**config.mk**
```make
export PLATFORM = sky130hd
export DESIGN_NAME = btn_conditioner
export DESIGN_NICKNAME = d
export VERILOG_FILES = /design/src/rtl/btn_pkg.sv /design/src/rtl/btn_channel.sv /design/src/rtl/btn_conditioner.sv
export SDC_FILE = /design/constraint.sdc
export NUM_CORES = 1
export LEC_CHECK = 0
export BUFFER_PORTS_ARGS = -buffer_cell sky130_fd_sc_hd__clkbuf_2
export CAP_MARGIN = 5
export CORE_ASPECT_RATIO = 0.8
export CORE_UTILIZATION = 25
export CTS_BUF_LIST = sky130_fd_sc_hd__clkbuf_16
export DETAILED_ROUTE_END_ITERATION = 10
export GPL_ROUTABILITY_DRIVEN = 0
export PLACE_DENSITY_LB_ADDON = 0.3
export SLEW_MARGIN = 40
export SYNTH_ARGS = -nofsm -noshare
export SYNTH_HDL_FRONTEND = slang
export SYNTH_HIERARCHICAL = 1
export SYNTH_SLANG_ARGS = --single-unit
export TNS_END_PERCENT = 30
```
**constraint.sdc**
```tcl
create_clock -name clkin -period 3.8 [get_ports clkin]
set_input_delay 0.38 -clock clkin [delete_from_list [all_inputs] [get_ports clkin]]
set_output_delay 0.38 -clock clkin [all_outputs]
set_load 0.01 [all_outputs]
```
**src/rtl/btn_pkg.sv**
```systemverilog
// Button conditioner shared package.
// Holds the per-channel FSM state encoding and the default parameter values
// used by btn_conditioner and btn_channel.
package btn_pkg;

  // Per-channel state. IDLE means the debounced level is 0. HELD means the
  // level is 1 and the initial repeat delay is counting. REPEATING means the
  // level is 1 and the repeat rate timer is counting.
  typedef enum logic [1:0] {
    ST_IDLE      = 2'b00,
    ST_HELD      = 2'b01,
    ST_REPEATING = 2'b10
  } btn_state_e;

  localparam int DEF_N_BTN         = 5;
  localparam int DEF_STABLE_CYCLES = 1000000;
  localparam int DEF_REPEAT_DELAY  = 50000000;
  localparam int DEF_REPEAT_RATE   = 10000000;
  localparam int DEF_CNT_W         = 32;

endpackage

```
**src/rtl/btn_channel.sv**
```systemverilog
// One button channel: 2-flop synchroniser, stability-counter debouncer and
// press/held/repeat FSM.
// Ports:
//   clkin, reset  : rising-edge clock, asynchronous active-high reset
//   btn_in        : raw asynchronous button level (1 = pressed)
//   repeat_en     : auto-repeat enable, sampled every cycle
//   level         : debounced level (registered)
//   pulse_press   : one-cycle pulse when level goes 0->1
//   pulse_release : one-cycle pulse when level goes 1->0
//   pulse_repeat  : one-cycle auto-repeat pulse while held
//   state         : current FSM state (debug visibility)
module btn_channel
  import btn_pkg::*;
#(
  parameter int STABLE_CYCLES = DEF_STABLE_CYCLES,
  parameter int REPEAT_DELAY  = DEF_REPEAT_DELAY,
  parameter int REPEAT_RATE   = DEF_REPEAT_RATE,
  parameter int CNT_W         = DEF_CNT_W
) (
  input  logic       clkin,
  input  logic       reset,
  input  logic       btn_in,
  input  logic       repeat_en,
  output logic       level,
  output logic       pulse_press,
  output logic       pulse_release,
  output logic       pulse_repeat,
  output btn_state_e state
);

  localparam logic [CNT_W-1:0] STABLE_MAX = CNT_W'(STABLE_CYCLES - 1);
  localparam logic [CNT_W-1:0] DELAY_MAX  = CNT_W'(REPEAT_DELAY - 1);
  localparam logic [CNT_W-1:0] RATE_MAX   = CNT_W'(REPEAT_RATE - 1);

  logic [1:0]       sync_q;
  logic             sync_val;
  logic [CNT_W-1:0] stab_cnt;
  logic [CNT_W-1:0] rep_cnt;
  logic             accept;

  function automatic logic [CNT_W-1:0] sat_inc(input logic [CNT_W-1:0] v);
    return (v == {CNT_W{1'b1}}) ? v : v + 1'b1;
  endfunction

  assign sync_val = sync_q[1];
  // The synchronised value has differed from the level for STABLE_CYCLES
  // consecutive cycles, counting this one.
  assign accept   = (sync_val != level) && (stab_cnt == STABLE_MAX);

  always_ff @(posedge clkin or posedge reset) begin
    if (reset) begin
      sync_q        <= 2'b00;
      stab_cnt      <= '0;
      rep_cnt       <= '0;
      level         <= 1'b0;
      pulse_press   <= 1'b0;
      pulse_release <= 1'b0;
      pulse_repeat  <= 1'b0;
      state         <= ST_IDLE;
    end else begin
      sync_q        <= {sync_q[0], btn_in};
      pulse_press   <= 1'b0;
      pulse_release <= 1'b0;
      pulse_repeat  <= 1'b0;

      // Debounce: any sample matching the current level restarts the count.
      if (sync_val == level) begin
        stab_cnt <= '0;
      end else if (accept) begin
        level    <= sync_val;
        stab_cnt <= '0;
      end else begin
        stab_cnt <= sat_inc(stab_cnt);
      end

      // FSM follows the debounced level; a release is checked before any
      // repeat so the two pulses can never coincide.
      case (state)
        ST_IDLE: begin
          if (accept && sync_val) begin
            state       <= ST_HELD;
            pulse_press <= 1'b1;
            rep_cnt     <= '0;
          end
        end
        ST_HELD: begin
          if (accept && !sync_val) begin
            state         <= ST_IDLE;
            pulse_release <= 1'b1;
            rep_cnt       <= '0;
          end else if (!repeat_en) begin
            rep_cnt <= '0;
          end else if (rep_cnt == DELAY_MAX) begin
            state        <= ST_REPEATING;
            pulse_repeat <= 1'b1;
            rep_cnt      <= '0;
          end else begin
            rep_cnt <= sat_inc(rep_cnt);
          end
        end
        ST_REPEATING: begin
          if (accept && !sync_val) begin
            state         <= ST_IDLE;
            pulse_release <= 1'b1;
            rep_cnt       <= '0;
          end else if (!repeat_en) begin
            // Disabling falls back to HELD so re-enabling restarts the delay.
            state   <= ST_HELD;
            rep_cnt <= '0;
          end else if (rep_cnt == RATE_MAX) begin
            pulse_repeat <= 1'b1;
            rep_cnt      <= '0;
          end else begin
            rep_cnt <= sat_inc(rep_cnt);
          end
        end
        default: begin
          state   <= ST_IDLE;
          rep_cnt <= '0;
        end
      endcase
    end
  end

endmodule

```
**src/rtl/btn_conditioner.sv**
```systemverilog
// Multi-channel button conditioner: N_BTN independent btn_channel instances.
// Ports:
//   clkin, reset : rising-edge clock, asynchronous active-high reset
//   btn_in       : raw button levels, 1 = pressed
//   repeat_en    : per-channel auto-repeat enable
//   btn_level    : debounced levels
//   btn_press    : one-cycle pulses on accepted 0->1
//   btn_release  : one-cycle pulses on accepted 1->0
//   btn_repeat   : one-cycle auto-repeat pulses
//   chan_state   : packed per-channel FSM state, 2 bits per channel (debug)
module btn_conditioner
  import btn_pkg::*;
#(
  parameter int N_BTN         = DEF_N_BTN,
  parameter int STABLE_CYCLES = DEF_STABLE_CYCLES,
  parameter int REPEAT_DELAY  = DEF_REPEAT_DELAY,
  parameter int REPEAT_RATE   = DEF_REPEAT_RATE,
  parameter int CNT_W         = DEF_CNT_W
) (
  input  logic               clkin,
  input  logic               reset,
  input  logic [N_BTN-1:0]   btn_in,
  input  logic [N_BTN-1:0]   repeat_en,
  output logic [N_BTN-1:0]   btn_level,
  output logic [N_BTN-1:0]   btn_press,
  output logic [N_BTN-1:0]   btn_release,
  output logic [N_BTN-1:0]   btn_repeat,
  output logic [2*N_BTN-1:0] chan_state
);

  for (genvar i = 0; i < N_BTN; i++) begin : g_chan
    btn_state_e st;

    btn_channel #(
      .STABLE_CYCLES(STABLE_CYCLES),
      .REPEAT_DELAY (REPEAT_DELAY),
      .REPEAT_RATE  (REPEAT_RATE),
      .CNT_W        (CNT_W)
    ) u_chan (
      .clkin        (clkin),
      .reset        (reset),
      .btn_in       (btn_in[i]),
      .repeat_en    (repeat_en[i]),
      .level        (btn_level[i]),
      .pulse_press  (btn_press[i]),
      .pulse_release(btn_release[i]),
      .pulse_repeat (btn_repeat[i]),
      .state        (st)
    );

    assign chan_state[2*i +: 2] = st;
  end

endmodule
```
==> results of run 1 <==
## synthesized netlist by cell type, types with 10 or more instances
master and count:
nand2_1 159, buf_2 23, inv_1 46, nor4_2 40, a21oi_1 54, nand2b_1 10
o21ai_0 35, nor4b_1 25, nor3_1 80, and4_1 27, nand3_1 146, xnor2_1 163
nor3b_1 14, or4_1 23, and2_1 23, nand4_1 140, clkbuf_1 48, dfrtp_1 360
nor4_1 59, ha_1 30, or3_1 40, and3_1 50, xor2_1 103, nor2_1 325
## state kept, by name, indices dropped and copies added, names as in the netlist
name,flops
g_chan.u_chan/sync_q,10
g_chan.u_chan/pulse_repeat,5
g_chan.u_chan/rep_cnt,160
g_chan.u_chan/stab_cnt,160
g_chan.u_chan/level,5
g_chan.u_chan/pulse_press,5
g_chan.u_chan/pulse_release,5
g_chan.u_chan/state,10
## final timing paths
check | to | slack (ns) | depth (start not counted) | start
min in group asynchronous | g_chan[0].u_chan/stab_cnt[30] | 0.11 | 2 | reset
max | g_chan[0].u_chan/rep_cnt[3] | 0.83 | 7 | g_chan[0].u_chan/rep_cnt[13]
min | g_chan[1].u_chan/pulse_repeat | 0.07 | 3 | repeat_en[1]
max in group asynchronous | g_chan[0].u_chan/state[1] | 2.63 | 3 | reset
max reg2reg | g_chan[0].u_chan/rep_cnt[3] | 0.83 | 7 | g_chan[0].u_chan/rep_cnt[13]
min reg2reg | g_chan[1].u_chan/sync_q[1] | 0.35 | 0 | g_chan[1].u_chan/sync_q[0]
## critical path, delay by kind of cell, from the launching register on
family,cells,cell delay (ns)
DFF,1,0.41
buffers and inverters,1,0.36
AOI/OAI and AO/OA,2,0.43
and+or+nand+nor,4,1.61
## layout by cell type, fill, tap and decap left out, types with 54 or more instances in the layout
cell type | netlist | layout
nor3_1 | 80 | 80
a21oi_1 | 54 | 54
xnor2_1 | 163 | 163
nand2_1 | 159 | 159
nand4_1 | 140 | 140
inv_1 | 46 | 54
dfrtp_1 | 360 | 360
xor2_1 | 103 | 103
nand3_1 | 146 | 146
nor2_1 | 325 | 325
nor4_1 | 59 | 58
## report_power, final
group          switching (W)  internal [W]  total [W]
sequential          0.000107       0.00394    0.00405
clock                0.00173       0.00229    0.00402
combinational        0.00120      0.000507    0.00170
total                0.00303       0.00674    0.00977
## timing repair
action                                 4_1_cts  5_1_grt
endpoints found under the hold margin        5        0
gates resized for setup                      0        0
hold buffers                                 5        0
## stage by stage
step	instance area, um2	utilization (%)
2_1_floorplan	20400	-
3_3_place_gp	21700	27.0
3_5_place_dp	21700	27.0
4_1_cts	23100	28.7
5_1_grt	23200	28.8
6_report	23200	28.8
## logic make-up after synthesis
| group | synth area share, % |
|---|---|
| buf+inv | 3.06 |
| fa+ha+maj | 1.84 |
| flops | 44.3 |
| compound gates | 5.02 |
| mux | 0.885 |
| simple gates | 33.5 |
| xor+xnor | 11.4 |
## layer usage
layer | up-vias | wire, um | share of wire, %
met1 | 8064 | 24400 | 50
met3 | 68 | 1730 | 3.6
li1 | 7932 | - | -
met5 | - | 0 | 0
met2 | 300 | 21100 | 44
met4 | 0 | 1210 | 2.5
## final cells by class
class                           instances  area (um2)  area share [%]
Inverter                               46         183           0.789
Sequential cell                       360        9010            38.9
Tap cell                             1092        1370            5.90
Timing Repair Buffer                   74         482            2.08
Clock inverter                         35         180           0.778
Clock buffer                           47        1180            5.08
Multi-Input combinational cell       1693       10800            46.5
==> metrics.md, run 1 <==
| Metric | Value |
|---|---|
| Status | finished, final reports clean |
| Synth Instances | 2189 |
| DR vias | around 16000 |
| Number of slew-limit violations in the final report | 0 |
| Global-route wire length before repair | 81.6 mm |
| Post-DP HPWL | roughly 32 mm |
| CP Data Required Time | 4.23 ns |
| EDFF count, synth | 0 |
| Final Hold Fails | 0 |
| Final period utilization | slightly below 80% |
| Die height | about 260 um |
| Area grow syn2layout | 13.8% |
| Worst-path maximum fanout | 32 |
| Total Neg Setup Slack | 0 ns |
| Initial antenna violation count | 0 |
| H-tree depth | 2 |
| Clock Tree Root | clkbuf_16 |
| Top cells by area, synth | dfrtp_1, xnor2_1, nor2_1, xor2_1, nand4_1 |
| Initial Util | approximately a quarter |
| Critical path endpoint category | register |
| Clock latency on the worst-skew pair | between 0.5 and 0.6 ns |
| DRC errors left | 0 |
| Sequential share of the synthesized area | about 44% |
| Ant diodes | 0 |
| Hold slack | ~0.075 ns |
| Antenna Violating Nets Remaining | 0 |
| #FFs+latches synth | between 300 and 400 |
| Post-Syn Area | 20400 um2 |
| Core ar. | 80500 um2 |
| Dominant synthesized flop cell | dfrtp_1 |
| Synth cell types | 66 |
| Worst VDD drop | 264 uV |
| Dpl cells | between 3000 and 4000 |
| Crit-path cells | or4_1 -> or4b_1 -> or4_1 -> a22o_1 -> a41oi_4 -> buf_4 -> nor2_1 |
| Fin cells | approximately 3300 |
| Yosys warning count | 6 |
| Area leader, netlist | dfrtp_1 |
| Fin nets | 2263 |
| TritonCTS clock tree | built |
| Max Cap Violations | 0 |
| Reg clk slew, reported paths | 0.06 ns |
| FMAX | between 0.3 and 0.4 GHz |
| Die area | ~83000 um2 |
| Post-Syn Nets | 2231 |
| Vias in the first global route | 15900 |
| Total chip power | 0.00977 W |
| Largest net degree at the start of global routing | 73 |
| Fill count | between 8000 and 9000 |
| Rel. slew slack | between 40% and 50% |
| Final setup violation count | 0 |
| Port Buffer Count | 41 |
| Share of post-route cells with drive strength above 1 | under 10% |
| Sink Count | 360 |
| Critical path start-end classification | reg -> reg |
| Die W | 321 um |
| Global route hottest layer | met2 |
| Hold WC Path Type | in -> reg |
| Synth top area share | between 40% and 50% |
| DR pass1 iterations | 7 |
| WL final | a little under 50 mm |
| M3 GR Usage | about 1.7% |
| DR WL/cell | ~14 um |
| CTS Buffer Depth | 3 |
| # IOs | between 40 and 50 |
| Syn_area_per_cell | between 9 and 10 um2 |
| RSZ-0062 raised after global routing | false |
| Worst-Margin Slew | between 0.7 and 0.8 ns |
| CP most frequent cell | or4_1 |
| P per Cell Area | approximately 420 nW/um2 |
| Worst Skew | 0.0205 ns |
| Startpoint Class | register |
| Pre-CTS WS | a little over 0.8 ns |
| GRT overflow | 0 |
| Final WS setup | between 0.8 and 0.9 ns |
| Total Routing Usage GR | approximately 12% |
| Crit path DAT | between 3 and 4 ns |
| Slowest cell on crit path | or4_1 |
| DRT iter0 DRCs | between 1000 and 1500 |
| Fin crit period | 2.97 ns |
| GR Util met1 | between 10% and 20% |
| Async SR Flop Fraction | between 90% and 100% |
| Row count | 93 |
| M2 GR Usage | ~17% |
| P_leak | about 8.8 nW |
| Clock buffers created by TritonCTS | 46 |
| CP max stage delay | approximately 0.52 ns |
| Post-CTS Setup Bufs | 0 |
| DR vias/cell | around 4.9 |
No activity file was read; power rests on OpenSTA's default activity.
==> run 2, diff against run 1 <==
==> constraint.sdc (replaced) <==
create_clock -name clkin -period 2.57 [get_ports clkin]
set_input_delay 0.257 -clock clkin [delete_from_list [all_inputs] [get_ports clkin]]
set_output_delay 0.257 -clock clkin [all_outputs]
set_load 0.01 [all_outputs]
==> run 2 against run 1 <==
Against the previous run: the flow now finishes with violations (setup timing); total power rose by 65%; critical path type unchanged; highest routed layer unchanged; die area is the same; via count grew 3.9%; clock skew is 0.0017 ns lower.
==> metrics.md, run 2 (synthesis results as in run 1) <==
| Metric | Value |
|---|---|
| Status | complete, but fails checks |
| Failing checks | setup timing |
| Reg2reg setup slack | -0.11 ns (-0.94 ns) |
| Worst-path maximum fanout | 5 (-84%) |
| Startpoint Class | register |
| Number of slew-limit violations in the final report | 0 (unchanged) |
| Final period utilization | 104% (+26 points) |
| Clock buffers created by TritonCTS | 45 (-2.2%) |
| Fill count | 8383 (-1.6%) |
| Hold WC Path Type | in -> reg |
| Crit path DAT | 3.14 ns (-0.26 ns) |
| CP max stage delay | 0.52 ns (about the same) |
| Initial Util | 25.3% (unchanged) |
| Max Cap Violations | 0 (unchanged) |
| Gate family responsible for the most delay along the worst path | simple AND/OR/NAND/NOR gates |
| Area grow syn2layout | 24.3% |
| Total Routing Usage GR | 12.2% (+0.62 points) |
| Global-route wire length before repair | 85.8 mm (+5.1%) |
| Hold_sp | repeat_en[3] |
| Reg clk slew, reported paths | 0.06 ns (about the same) |
| Hold slack | 0.162 ns (+0.0874 ns) |
| Fin cells | 3508 (+4.8%) |
| H-tree depth | 2 (unchanged) |
| DR pass1 iterations | 5 (-2) |
| Worst VDD drop | 443 uV (+68%) |
| TritonCTS clock tree | built |
| Vias in the first global route | 16900 (+6.3%) |
| CTS Buffer Depth | 3 (unchanged) |
| Commonest non-fill, non-tap cell in the layout | dfrtp_1 |
| Port Buffer Count | 41 (unchanged) |
| Total Neg Setup Slack | -2.78 ns (-2.78 ns) |
| Register area | 9010 um2 (unchanged) |
| Largest net degree at the start of global routing | 50 (-32%) |
| Pre-CTS WS | -0.133 ns (-0.960 ns) |
| Die W | 321 um (unchanged) |
| Fin nets | 2423 (+7.1%) |
| Dpl cells | 3399 (+4.3%) |
| Rel. slew slack | 46.1% (-2.5 points) |
| # IOs | 42 (unchanged) |
| Crit-path cells | or4_1 -> or4b_1 -> or4_4 -> a22o_1 -> a41oi_4 -> buf_12 -> clkbuf_16 -> nor2_1 |
| Clock latency on the worst-skew pair | 0.58 ns (about the same) |
| Worst Path Buf+Inv | 2 (+1) |
| Final instance area | 25300 um2 (+9.2%) |
| Row count | 93 (unchanged) |
| P_leak | 9.89 nW (+12%) |
| RSZ-0062 raised after global routing | true |
| Fin crit period | 2.68 ns (-0.286 ns) |
| Die area | 82600 um2 (unchanged) |
| WL final | 50.8 mm (+5.1%) |
| Initial antenna violation count | 1 (+1) |
| DR WL/cell | 14.5 um (+0.24%) |
| Die height | 257 um (unchanged) |
| Antenna Violating Nets Remaining | 0 (unchanged) |
| FMAX | 0.373 GHz (+11%) |
| Ant diodes | 0 (unchanged) |
| Worst reg2reg startpoint | g_chan[0].u_chan/rep_cnt[13] |
| Final Hold Fails | 0 (unchanged) |
| Critical path start-end classification | reg -> reg |
| Clock Tree Root | clkbuf_16 |
| Area occupied by multi-input gates | 11300 um2 (+5.1%) |
| Slowest cell on crit path | or4_1 |
| DR vias | 17000 (+3.9%) |
| Most frequent cells in the layout | dfrtp_1, nor2_1, xnor2_1 |
| DRT iter0 DRCs | 1046 (-0.38%) |
| Core ar. | 80500 um2 (unchanged) |
| Worst-Margin Slew | 0.808 ns (+0.0407 ns) |
| Worst Skew | 0.0188 ns (-0.00171 ns) |
| GRT overflow | 0 (unchanged) |
| Critical path endpoint category | register |
| Share of post-route cells with drive strength above 1 | 17.6% (+7.8 points) |
| Sink Count | 360 (unchanged) |
| Area after DPL | 22900 um2 (+5.6%) |
| Final WS setup | -0.111 ns (-0.944 ns) |
| DRC errors left | 0 (unchanged) |
| Final setup violation count | 33 (+33) |
| Post-DP HPWL | 34.6 mm (+6.9%) |
| DR vias/cell | 4.85 (-0.86%) |
| Top Registers | g_chan.u_chan/rep_cnt: 160 flops, g_chan.u_chan/stab_cnt: 160 flops |
| CP startpoint | g_chan[0].u_chan/rep_cnt[13] |
| P per Cell Area | 637 nW/um2 (+51%) |
| CP Data Required Time | 3.03 ns (-1.20 ns) |
==> run 2: cell types whose count changed in the layout (fill, tap and decap cells not counted), sizes merged <==
cell / change
buf: +154
dlygate4sd3: +4
bufinv: +2
clkinv: +2
inv: -2
clkbuf: +1
==> run 2: worst min-delay path: cells and delay by family <==
kind,cells,cell delay [ns]
buf+inv,3,0.31
simple gates,2,0.14
==> run 2: area by class of cell <==
class                      count  share of cell area (%)
clock buffer                  45                    4.45
clock inverter                37                    1.03
inverter                      46                   0.693
multi-input combinational   1693                    44.7
sequential                   360                    35.6
tap                         1092                    5.40
timing repair buffer         235                    8.09
==> run 2: metrics by stage <==
step	power, W	utilization [%]
after detailed placement	0.00908	28.5
after floorplan	0.00803	-
after CTS	0.0161	31.0
after global routing	0.0170	31.4
final	0.0161	31.4
after global placement	0.00898	28.5
==> run 2: final timing paths <==
path	endpoint	cells past startpoint
min in group asynchronous	g_chan[3].u_chan/stab_cnt[29]	3
max reg2reg	g_chan[0].u_chan/rep_cnt[20]	8
max	g_chan[0].u_chan/rep_cnt[20]	8
min reg2reg	g_chan[1].u_chan/sync_q[1]	0
min	g_chan[3].u_chan/pulse_repeat	5
max in group asynchronous	g_chan[2].u_chan/rep_cnt[11]	4
==> run 2: per-layer routing <==
| metal | share of wire (%) | global-route usage, % | vias to the layer above | wire [um] |
|---|---|---|---|---|
| li1 | - | - | 8262 | - |
| met1 | 50 | 17.5 | 8388 | 25500 |
| met2 | 44 | 18.8 | 273 | 22300 |
| met3 | 3.8 | 2.01 | 81 | 1910 |
| met4 | 2.1 | 3.68 | 0 | 1060 |
| met5 | 0 | 0 | - | 0 |
==> run 2: power breakdown <==
part | internal (W) | switching (W) | total, W
clock | 0.00348 | 0.00255 | 0.00604
sequential | 0.00583 | 0.000161 | 0.00599
combinational | 0.00179 | 0.00230 | 0.00409
total | 0.0111 | 0.00501 | 0.0161
==> run 2: timing repair <==
| action | in CTS | in global routing |
|---|---|---|
| endpoints found under the hold margin | 101 | 0 |
| gates cloned | 4 | 4 |
| setup endpoints to repair | 129 | 142 |
| pin swaps | 39 | 23 |
| setup buffers | 7 | 5 |
| hold buffers | 9 | 0 |
| gates resized for setup | 60 | 42 |
==> run 3, diff against run 2 <==
==> constraint.sdc (replaced) <==
create_clock -name clkin -period 2.8 [get_ports clkin]
set_input_delay 0.28 -clock clkin [delete_from_list [all_inputs] [get_ports clkin]]
set_output_delay 0.28 -clock clkin [all_outputs]
set_load 0.01 [all_outputs]
==> run 3 against run 2 <==
Against the previous run: the run now ends clean; worst setup slack improved by 0.19 ns; clock-buffer cell count increased by 1; first-iteration DRC count increased by 18%; combinational power decreased by 34%; fmax decreased by 1.6%; utilization decreased by 1.6 points; clock skew increased by 0.0019 ns; non-clock buffer count decreased by 94; critical path type unchanged; die area unchanged; global-route usage decreased by 0.36 points; cell count decreased by 2.8%; via count decreased by 2.4%.
==> metrics.md, run 3 (synthesis results as in run 1) <==
| Metric | Value |
|---|---|
| Sink Count | 360 (unchanged) |
| Final WS setup | 0.0743 ns (+0.185 ns) |
| Startpoint Class | register |
| DRT iter0 DRCs | 1233 (+18%) |
| DR vias | 16600 (-2.4%) |
| FMAX | 0.367 GHz (-1.6%) |
| H-tree depth | 2 (unchanged) |
| Largest net degree at the start of global routing | 73 (+46%) |
| # IOs | 42 (unchanged) |
| GRT overflow | 0 (unchanged) |
| Final Util | 29.8% (-1.6 points) |
| Global-route wire length before repair | 83.3 mm (-2.9%) |
| Post-DP HPWL | 33.4 mm (-3.3%) |
| Total Routing Usage GR | 11.9% (-0.36 points) |
| Clock buffers created by TritonCTS | 46 (+2.2%) |
| Port Buffer Count | 41 (unchanged) |
| TritonCTS clock tree | built |
| P_leak | 9.26 nW (-6.4%) |
| Share of post-route cells with drive strength above 1 | 12.5% (-5.0 points) |
| Reg clk slew, reported paths | 0.06 ns (about the same) |
| Worst R2R End | g_chan[0].u_chan/rep_cnt[8] |
| CP Data Required Time | 3.25 ns (+0.22 ns) |
| Die height | 257 um (unchanged) |
| P per Cell Area | 575 nW/um2 (-9.8%) |
| Core ar. | 80500 um2 (unchanged) |
| Critical path start-end classification | reg -> reg |
| Commonest non-fill, non-tap cell in the layout | dfrtp_1 |
| Clock latency on the worst-skew pair | 0.58 ns (about the same) |
| RSZ-0062 raised after global routing | true |
| DRC errors left | 0 (unchanged) |
| Reg2reg setup slack | 0.07 ns (+0.19 ns) |
| Reg2Reg Depth | 7 (-1) |
| Pre-CTS WS | 0.0463 ns (+0.179 ns) |
| Die area | 82600 um2 (unchanged) |
| Rel. slew slack | 46.2% (+0.077 points) |
| Initial antenna violation count | 1 (unchanged) |
| Clock Tree Root | clkbuf_16 |
| Hold_sp | repeat_en[4] |
| Worst VDD drop | 326 uV (-27%) |
| DR vias/cell | 4.86 (+0.33%) |
| Cells on Worst Hold Path | 4 (-1) |
| DR pass1 iterations | 5 (unchanged) |
| Ant diodes | 0 (unchanged) |
| Worst-path maximum fanout | 16 (+11) |
| Fin nets | 2330 (-3.8%) |
| Area grow syn2layout | 17.9% |
| DR WL/cell | 14.4 um (-0.52%) |
| Final Hold Fails | 0 (unchanged) |
| Max Cap Violations | 0 (unchanged) |
| Initial Util | 25.3% (unchanged) |
| Final period utilization | 97.3% (-7.0 points) |
| Antenna Violating Nets Remaining | 0 (unchanged) |
| Worst Hold Path EP | g_chan[4].u_chan/pulse_repeat |
| Final setup violation count | 0 (-100%) |
| Vias in the first global route | 16100 (-5.1%) |
| Worst reg2reg startpoint | g_chan[0].u_chan/rep_cnt[13] |
| Critical path endpoint category | register |
| Top Registers | g_chan.u_chan/rep_cnt: 160 flops, g_chan.u_chan/stab_cnt: 160 flops |
| CTS Buffer Depth | 3 (unchanged) |
| Status | finished, final reports clean |
| Worst Skew | 0.0207 ns (+0.00190 ns) |
| Fin crit period | 2.73 ns (+0.0447 ns) |
| Crit path DAT | 3.18 ns (+0.04 ns) |
| WL final | 49.2 mm (-3.3%) |
| Most frequent cells in the layout | dfrtp_1, nor2_1, xnor2_1 |
| Worst-Margin Slew | 0.807 ns (-0.000336 ns) |
| Row count | 93 (unchanged) |
| Hold WC Path Type | in -> reg |
| Die W | 321 um (unchanged) |
| Number of slew-limit violations in the final report | 0 (unchanged) |
-- run 3: cell types whose count changed in the layout (fill, tap and decap cells not counted), moves of 5 or more --
cell	before	now
nor4_2	21	34
nor4_4	24	8
buf_4	155	77
nor2_1	320	325
buf_12	20	12
buf_6	5	0
nor3_1	68	80
nor4b_4	9	4
nor3_2	12	2
-- run 3: area by class of cell --
class	instances	area [um2]
Fill cell	8426	56500
Clock inverter	33	248
Tap cell	1092	1370
Inverter	46	180
Clock buffer	46	1150
Multi-Input combinational cell	1693	10900
Sequential cell	360	9010
Timing Repair Buffer	141	1150
-- run 3: per-stage QoR --
step                      TNS (ns)  hold WS [ns]  std cells  total power, W  instance area [um2]
after CTS                        0         0.106       3410          0.0140                23800
final                            0         0.166       3411          0.0138                24000
after global placement           0         0.333       3321         0.00813                22300
after floorplan                  0         0.311       2189         0.00737                20400
after detailed placement         0         0.339       3321         0.00819                22300
after global routing        -0.105         0.141       3411          0.0146                24000
-- run 3: how the worst max path moves through the flow --
stage | start | endpoint | slack [ns] | cells after the start
after detailed placement | g_chan[0].u_chan/rep_cnt[13] | g_chan[0].u_chan/rep_cnt[20] | 0.05 | 7
after CTS | g_chan[3].u_chan/stab_cnt[15] | g_chan[3].u_chan/rep_cnt[26] | 0.02 | 7
final | g_chan[0].u_chan/rep_cnt[13] | g_chan[0].u_chan/rep_cnt[8] | 0.07 | 7
after global routing | g_chan[2].u_chan/stab_cnt[15] | g_chan[2].u_chan/rep_cnt[17] | -0.05 | 6
after floorplan | g_chan[0].u_chan/rep_cnt[13] | g_chan[0].u_chan/rep_cnt[10] | 0.11 | 7
after global placement | g_chan[0].u_chan/rep_cnt[13] | g_chan[0].u_chan/rep_cnt[3] | 0.09 | 7
-- run 3: report_power, final --
part,switching (W),total [W],internal (W),leakage (nW)
registers,0.000146,0.00550,0.00535,4.97
clock network,0.00234,0.00559,0.00325,0.731
logic,0.00174,0.00271,0.000972,3.56
total,0.00422,0.0138,0.00957,9.26
-- run 3: routing by layer --
layer / global-route usage, % / up-vias / part of all wire (%)
met5: 0 / - / 0
met4: 3.45 / 0 / 2.2
met3: 1.95 / 66 / 3.8
met2: 17.7 / 269 / 43
met1: 17.5 / 8188 / 51
li1: - / 8065 / -
-- run 3: critical path, cell delays in order, from the launching register on --
cell and delay (ns):
dfrtp_1 0.37, or4_1 0.50, or4b_1 0.50, or4_4 0.49, a22o_1 0.22, a41oi_4 0.23, clkbuf_16 0.24, nor2_1 0.06
-- run 3: timing repair --
| item | 4_1_cts | 5_1_grt |
|---|---|---|
| hold buffers | 10 | 0 |
| endpoints found under the setup margin | 0 | 52 |
| setup buffers | 0 | 0 |
| resized for setup | 0 | 22 |
| endpoints found under the hold margin | 75 | 0 |
